--- src/rtl/seg_pkg.sv ---
// Shared constants and types for the multiplexed 7-segment scan driver.
package seg_pkg;

  localparam int unsigned NUM_COL = 9;
  localparam int unsigned NUM_ROW = 8;
  localparam int unsigned COL_W   = 4;
  localparam int unsigned ROW_W   = 3;

  localparam int unsigned SEG_BIT_A  = 0;
  localparam int unsigned SEG_BIT_B  = 1;
  localparam int unsigned SEG_BIT_C  = 2;
  localparam int unsigned SEG_BIT_D  = 3;
  localparam int unsigned SEG_BIT_E  = 4;
  localparam int unsigned SEG_BIT_F  = 5;
  localparam int unsigned SEG_BIT_G  = 6;
  localparam int unsigned SEG_BIT_DP = 7;

  typedef enum logic {BLANK, SHOW} scan_state_t;

endpackage

--- src/rtl/seg_scan_timer.sv ---
// Column scan sequencer: BLANK/SHOW FSM with dwell counter and column index.
module seg_scan_timer #(
  parameter int unsigned SCAN_DIV = 1000,
  parameter int unsigned BLANK    = 16
) (
  input  logic       clk_i,
  input  logic       rst_ni,
  output logic       show_o,
  output logic [3:0] col_o,
  output logic       frame_o
);
  import seg_pkg::*;

  localparam int unsigned CNT_MAX = (SCAN_DIV > BLANK) ? SCAN_DIV : BLANK;
  localparam int unsigned CNT_W   = (CNT_MAX < 2) ? 1 : $clog2(CNT_MAX);

  // The BLANK parameter shadows the enum literal, so states are package-qualified.
  scan_state_t      state_q, state_d;
  logic [CNT_W-1:0] cnt_q, cnt_d;
  logic [COL_W-1:0] col_q, col_d;

  always_ff @(posedge clk_i or negedge rst_ni) begin
    if (!rst_ni) begin
      state_q <= seg_pkg::BLANK;
      cnt_q   <= '0;
      col_q   <= '0;
    end else begin
      state_q <= state_d;
      cnt_q   <= cnt_d;
      col_q   <= col_d;
    end
  end

  always_comb begin
    state_d = state_q;
    cnt_d   = cnt_q + CNT_W'(1);
    col_d   = col_q;
    unique case (state_q)
      seg_pkg::BLANK: begin
        if (cnt_q == CNT_W'(BLANK - 1)) begin
          state_d = seg_pkg::SHOW;
          cnt_d   = '0;
        end
      end
      seg_pkg::SHOW: begin
        if (cnt_q == CNT_W'(SCAN_DIV - 1)) begin
          state_d = seg_pkg::BLANK;
          cnt_d   = '0;
          col_d   = (col_q == COL_W'(NUM_COL - 1)) ? '0 : col_q + COL_W'(1);
        end
      end
      default: begin
        state_d = seg_pkg::BLANK;
        cnt_d   = '0;
      end
    endcase
  end

  always_comb begin
    show_o  = (state_q == seg_pkg::SHOW);
    col_o   = col_q;
    frame_o = (state_q == seg_pkg::SHOW) && (col_q == '0) && (cnt_q == '0);
  end

endmodule

--- src/rtl/seg_scan_driver.sv ---
// 9x8 frame buffer written by the CPU, scanned onto one-hot SEG_SEL and row buses SEG_A..SEG_H.
module seg_scan_driver #(
  parameter int unsigned SCAN_DIV = 1000,
  parameter int unsigned BLANK    = 16
) (
  input  logic       CLK,
  input  logic       N_RST,
  input  logic       WE,
  input  logic [3:0] WCOL,
  input  logic [2:0] WROW,
  input  logic [7:0] WDATA,
  output logic [7:0] SEG_A,
  output logic [7:0] SEG_B,
  output logic [7:0] SEG_C,
  output logic [7:0] SEG_D,
  output logic [7:0] SEG_E,
  output logic [7:0] SEG_F,
  output logic [7:0] SEG_G,
  output logic [7:0] SEG_H,
  output logic [8:0] SEG_SEL,
  output logic       FRAME
);
  import seg_pkg::*;

  logic [7:0]         mem_q [NUM_COL][NUM_ROW];
  logic [7:0]         seg_q [NUM_ROW];
  logic [NUM_COL-1:0] sel_q;
  logic               frame_q;

  logic               show;
  logic [COL_W-1:0]   col;
  logic               frame;

  seg_scan_timer #(
    .SCAN_DIV (SCAN_DIV),
    .BLANK    (BLANK)
  ) u_timer (
    .clk_i   (CLK),
    .rst_ni  (N_RST),
    .show_o  (show),
    .col_o   (col),
    .frame_o (frame)
  );

  always_ff @(posedge CLK or negedge N_RST) begin
    if (!N_RST) begin
      mem_q <= '{default: '0};
    end else if (WE && (WCOL < COL_W'(NUM_COL))) begin
      mem_q[WCOL][WROW] <= WDATA;
    end
  end

  // Rows are re-read every lit cycle from the pre-write buffer, so a write lands one cycle later.
  always_ff @(posedge CLK or negedge N_RST) begin
    if (!N_RST) begin
      seg_q   <= '{default: '0};
      sel_q   <= '0;
      frame_q <= 1'b0;
    end else begin
      frame_q <= frame;
      if (show) begin
        sel_q <= NUM_COL'(1) << col;
        for (int unsigned r = 0; r < NUM_ROW; r++) begin
          seg_q[r] <= mem_q[col][r];
        end
      end else begin
        sel_q <= '0;
        seg_q <= '{default: '0};
      end
    end
  end

  assign SEG_A   = seg_q[0];
  assign SEG_B   = seg_q[1];
  assign SEG_C   = seg_q[2];
  assign SEG_D   = seg_q[3];
  assign SEG_E   = seg_q[4];
  assign SEG_F   = seg_q[5];
  assign SEG_G   = seg_q[6];
  assign SEG_H   = seg_q[7];
  assign SEG_SEL = sel_q;
  assign FRAME   = frame_q;

endmodule
--- config.mk ---
export PLATFORM = sky130hd
export DESIGN_NAME = seg_scan_driver
export DESIGN_NICKNAME = d
export VERILOG_FILES = /design/src/rtl/seg_pkg.sv /design/src/rtl/seg_scan_timer.sv /design/src/rtl/seg_scan_driver.sv
export SDC_FILE = /design/constraint.sdc
export NUM_CORES = 1
export LEC_CHECK = 0
export CELL_PAD_IN_SITES_DETAIL_PLACEMENT = 2
export CELL_PAD_IN_SITES_GLOBAL_PLACEMENT = 2
export CORE_MARGIN = 3
export CORE_UTILIZATION = 48
export DETAILED_ROUTE_END_ITERATION = 10
export GPL_TIMING_DRIVEN = 0
export PLACE_DENSITY = 0.94
export REMOVE_ABC_BUFFERS = 1
export SLEW_MARGIN = 15
export SYNTH_ARGS = -nofsm -noshare
export SYNTH_HDL_FRONTEND = slang
export SYNTH_SLANG_ARGS = --single-unit
--- constraint.sdc ---
create_clock -name CLK -period 4.5 [get_ports CLK]
set_input_delay 0.45 -clock CLK [delete_from_list [all_inputs] [get_ports CLK]]
set_output_delay 0.45 -clock CLK [all_outputs]
set_load 0.02 [all_outputs]
; ---- Word level (Yosys, flattened, before mapping)
; Index checks and enable logic that the tools add are counted.
[classes]
shifts = 1
addsub = 2
n_mux = 17
reduce_logical = 8
eq_ne = 3
magnitude_cmp = 6
bitwise_logic = 4
[ops]
columns = cell, n
row1 = bitwise mux 576 bit, 1
row2 = binary-select mux 64 bit (select 4 bit), 1
row3 = demux 64 bit (select 4 bit), 1
row4 = two-way mux 64 bit, 4
row5 = demux 8 bit (select 3 bit), 1
row6 = two-way mux 10 bit, 2
row7 = one-hot mux 10 bit (2 select lines), 1
row8 = "adder 10 x 1 -> 10 bit, second input constant", 1
row9 = "== test 10 bit, second input constant", 1
row10 = "== test 10 x 4 -> 1 bit, second input constant", 1
row11 = "greater-or-equal comparator 5 bit, second input constant", 2
row12 = logical NOT 10 bit, 1
row13 = inverter 4 -> 5 bit, 2
row14 = two-way mux 9 bit, 1
row15 = "left shift 1 x 4 -> 9 bit, first input constant", 1
row16 = two-way mux 8 bit, 1
row17 = logical AND 1 bit, 5
row18 = "< comparator 5 x 1 -> 1 bit, second input constant", 1
row19 = "adder 4 x 1 -> 4 bit, second input constant", 1
row20 = "== test 4 bit, second input constant", 1
row21 = "greater-or-equal comparator 4 bit, second input constant", 1
row22 = logical NOT 4 bit, 1
row23 = "< comparator 4 x 1 -> 1 bit, second input constant", 1
row24 = "< comparator 4 bit, second input constant", 1
row25 = 6 further kinds, 7
[word_totals]
elab_cells = 126
out_inout_bits = 74
inputBits = 18
register_bits = 665

; ---- Logic depth before layout (Yosys ltp)
[logic_depth]
word_depth = 8
ltp_mapped = 8
depth_no_buf = 6

; ---- Modules after synthesis
; From an unflattened synthesis, not the netlist that was laid out.
[unflattened]
hier_cells = 2106
hier_area_um2 = 29250.6
[by_module_without_submodules]
columns = module, cells_per_inst, seq_area_each_um2, instances, area_each_um2
row1 = seg_scan_driver, 2025, 16265.6, 1, 28414.8
row2 = seg_scan_timer, 81, 375.4, 1, 835.8

; ---- Worst setup path after synthesis
; No wires, ideal clock.
[synth_path]
kind = input-to-reg
startpoint = input port WCOL[3]
endpoint = register mem_q[112] in the netlist's numbering
path_buffers = 3
arrival_time_ps = 1952
stages = 7
slack_ps = 2423
setup_time_ps = 125
t_required_ps = 4375
cell_sequence = buf_6 nand2b_1 buf_6 or2_1 buf_6 nor4_4 mux2_2
[synth_via]
elab_chain_len = 6
word_cells_on_any_way = 9
classes_between = order compare (3) / mux (3) / bitwise (1) / reduce/logical (2)
[synth_lines]
columns = element, line_no
row1 = "start, declared", seg_scan_driver.sv:9  ; input logic [3:0] WCOL,
row2 = inverter 4 -> 5 bit (not written as such), seg_scan_driver.sv:49  ; mem_q[WCOL][WROW] <= WDATA;
row3 = greater-or-equal comparator 5 bit (not written as such) or < comparator 5 x 1 -> 1 bit (tied branches), seg_scan_driver.sv:49
row4 = logical AND 1 bit (not written as such), seg_scan_driver.sv:49
row5 = two-way mux 64 bit (not written as such), seg_scan_driver.sv:49
row6 = demux 64 bit (select 4 bit), seg_scan_driver.sv:49
row7 = bitwise mux 576 bit, seg_scan_driver.sv:49
row8 = "end signal, assigned", seg_scan_driver.sv:47  ; mem_q <= '{default: '0};
row9 = "end signal, assigned by index", seg_scan_driver.sv:49
row10 = "end, declared", seg_scan_driver.sv:25  ; logic [7:0] mem_q [NUM_COL][NUM_ROW];
; Several ways; a longest one is shown, not always the timed one.
; A chain may end at the register's enable or synchronous reset.

; ---- Worst setup path after layout
[layout_path]
startpoint = input port WCOL[2]
endpoint = register mem_q[186] in the netlist's numbering
; The elaborated chain is that of the path after synthesis.

==> flow_summary.toml <==
[detailed_routing]
first_pass_iters = 5
drc = 0
drt_wl_total_um = 124200
ant_nets = 0
drt_iter0_markers = 1911
vias = 20458
wl_per_cell_um = 41.99
viasPerCell = 6.916

[sta]
finalMaxSlewViolations = 0
final.min_clock_period_ns = 4.093
fmax_mhz = 244.3
tns_ns = 0
setup_viol = 0
setup_slack_ns = 0.4066
tightest_slew_ns = 1.419
timing.final.crit_share = 0.9097
hold-worst-slack_ns = 0.4258
rsz0062_at_grt = "false"
hold_viol = 0
final.setup_skew_ns = 0.03658
slew_headroom = 0.05017

[synth]
synthFlopType = "dfrtp_1"
synth_edf_count = 0
synthCells = 2099
ys_top_cells_by_area = "dfrtp_1 (56%), mux2_2 (22%), mux2i_1 (6.0%), a22oi_1 (1.6%), clkbuf_1 (1.5%)"
synth_seq_area_share = 0.5610
syn-mean-instance-area_um2 = 14.13
synthArstFlopShare = 1.000
synth_top_area_frac = 0.5610
synth_most_common_cell = "dfrtp_1"
synth_warnings = 0
synth_cell_types = 48
yosysTopAreaCell = "dfrtp_1"
synth_area_um2 = 29660
ys_seq_elements = 665
synth_common_cells = "dfrtp_1 (665), mux2_2 (584), mux2i_1 (177), clkbuf_1 (119), nand2_1 (81)"

[setup_path]
reg2reg_from = "u_timer.col_o[0]"
arrival_ns = 4.58
crit_path_start = "WCOL[2]"
worstPathRequired_ns = 4.99
start_kind = "input pin"
r2r_end = "SEG_H[5]"
crit_type = "input pin to register"
end_kind = "register"
r2r_slack_ns = 1.01
r2r_cells = 6
cp_max_fo = 9

[placement]
dp_hpwl_um = 60010
gp_congestion = 0.7291
placed_cells_incl_taps = 2827
port-buffer-count = 91
dp_worst_setup_slack_ns = 0.3980

[global_route]
overflow = 0
grt_pass1_vias = 22899
grt_max_degree = 114
use_met1 = 0.4417
grt_antenna_before_repair = 6
grt_busiest_layer = "met2"
grtUsageTotal = 0.3547
grt_use_met2 = 0.5949
grt_pass1_wl_um = 167300
grtUsageMet3 = 0.06455

[clocking]
cts_resized = 0
clk_path_buf_depth = 3
path_clk_slew_ns = 0.06
clockRootBuffer = "clkbuf_16"
cts_tree = "done"
cts_sinks = 665
numCtsBuffers = 73
ctsHtreeMaxLevel = 3
cts_setup_buffers = 0
clock_latency_ns = 0.64

[floorplan]
dieArea_um2 = 64810
initial_core_util = 0.4887
die_h_um = 254.6
pin_count = 92
core_region_area_um2 = 60700
fp.dieW_um = 254.6
num_rows = 90

[power_and_ir_drop]
p_leak_nw = 15.72
irDropWorstVdd_mv = 0.2833
power.density_nw_per_um2 = 428.2

[cells_and_area]
fin_util = 0.5581
nets = 2147
regArea_um2 = 16660
multi_input_area_um2 = 12360
area_growth_pct = 14.20
drive_above_1_share = 0.3698
instances_no_fill = 2958
fill_cells = 5203

[job]
drv_cap = 0

[outcome]
status = "finished, final reports clean"

[hold_path]
hold_class = "input pin to async pin"
[state kept, by name, summed over array words and instances, names as in the netlist]
| signal | cells |
|---|---|
| u_timer.cnt_q | 10 |
| SEG_E | 8 |
| SEG_D | 8 |
| SEG_SEL | 9 |
| SEG_F | 8 |
| u_timer.col_o | 4 |
| u_timer.show_o | 1 |
| mem_q | 576 |
| SEG_H | 8 |
| SEG_A | 8 |
| FRAME | 1 |
| SEG_G | 8 |
| SEG_B | 8 |
| SEG_C | 8 |
[cells in the final DEF, fill, tap and decap left out, types with 5 or more instances in the layout]
| master | n |
|---|---|
| buf_4 | 8 |
| buf_12 | 6 |
| mux2_2 | 584 |
| clkbuf_1 | 15 |
| clkbuf_16 | 77 |
| mux2i_1 | 177 |
| o211ai_1 | 14 |
| o221ai_1 | 50 |
| and3_1 | 6 |
| clkinv_2 | 10 |
| nor4_4 | 7 |
| mux4_2 | 14 |
| nand2_4 | 14 |
| nor3_4 | 8 |
| nand3_1 | 5 |
| nor2_1 | 47 |
| dfrtp_1 | 660 |
| ha_1 | 8 |
| o211a_1 | 25 |
| inv_1 | 7 |
| nand2b_1 | 6 |
| a22oi_1 | 63 |
| clkbuf_8 | 21 |
| buf_16 | 15 |
| o2bb2ai_1 | 25 |
| nor3_2 | 5 |
| o22ai_1 | 25 |
| clkdlybuf4s50_1 | 82 |
| o311a_1 | 25 |
| nor2_4 | 5 |
| mux2_1 | 18 |
| nand2_1 | 81 |
| xor2_1 | 6 |
[through the flow]
step | total power, mW | instance area [um2]
final | 14.50 | 33870
after global placement | 7.804 | 30850
after detailed placement | 8.030 | 31470
after floorplan | 7.348 | 28960
after CTS | 14.32 | 33860
after global routing | 14.85 | 33870
[kinds of logic after synthesis]
kind of cell,after synthesis,synth area share
buffers and inverters,176,0.02451
flip-flops,665,0.5610
adder cells (fa/ha/maj),8,0.003375
AO/OA/AOI/OAI,237,0.06602
XOR/XNOR,8,0.002362
multiplexers,793,0.2989
AND/OR/NAND/NOR,212,0.04379
[power breakdown]
group | leakage (nW) | switching [mW] | total (mW) | internal [mW]
clock network | 1.18 | 2.79 | 6.33 | 3.53
registers | 9.03 | 0.406 | 6.85 | 6.45
logic | 5.51 | 0.770 | 1.32 | 0.551
[critical path, stage by stage]
cell and delay (ns):
clkdlybuf4s50_1 1.05, nand2b_1 0.52, nor2_1 1.21, nand2_1 0.82, mux2_2 0.51
[metal layers]
layer,up-vias,share of wire
li1,7781,-
met4,10,0.056
met2,1137,0.49
met3,465,0.061
met5,-,0.00051
met1,11065,0.39
[layout make-up]
class                           count  area share
Timing Repair Buffer              115     0.04307
Antenna cell                        2   0.0001478
Tap cell                          782     0.02889
Clock buffer                      113     0.06708
Inverter                            8   0.0008865
Sequential cell                   665      0.4918
Clock inverter                     15    0.003324
Multi-Input combinational cell   1258      0.3648
[how the worst max path moves through the flow]
stage,slack (ns),cells after the start,end
floorplan,-4.36,4,u_timer.col_o[2]
global placement,-25.12,1,SEG_B[4]
detailed placement,0.40,5,mem_q[178]
CTS,0.80,5,mem_q[186]
global route,0.58,5,mem_q[189]
finish,0.41,5,mem_q[186]
[repair_timing]
action                                  CTS  global route
endpoints found under the setup margin    0             0
hold buffers                              1             0
hold endpoints to repair                 82             0
Note: power is estimated with default switching activity, not from simulation.
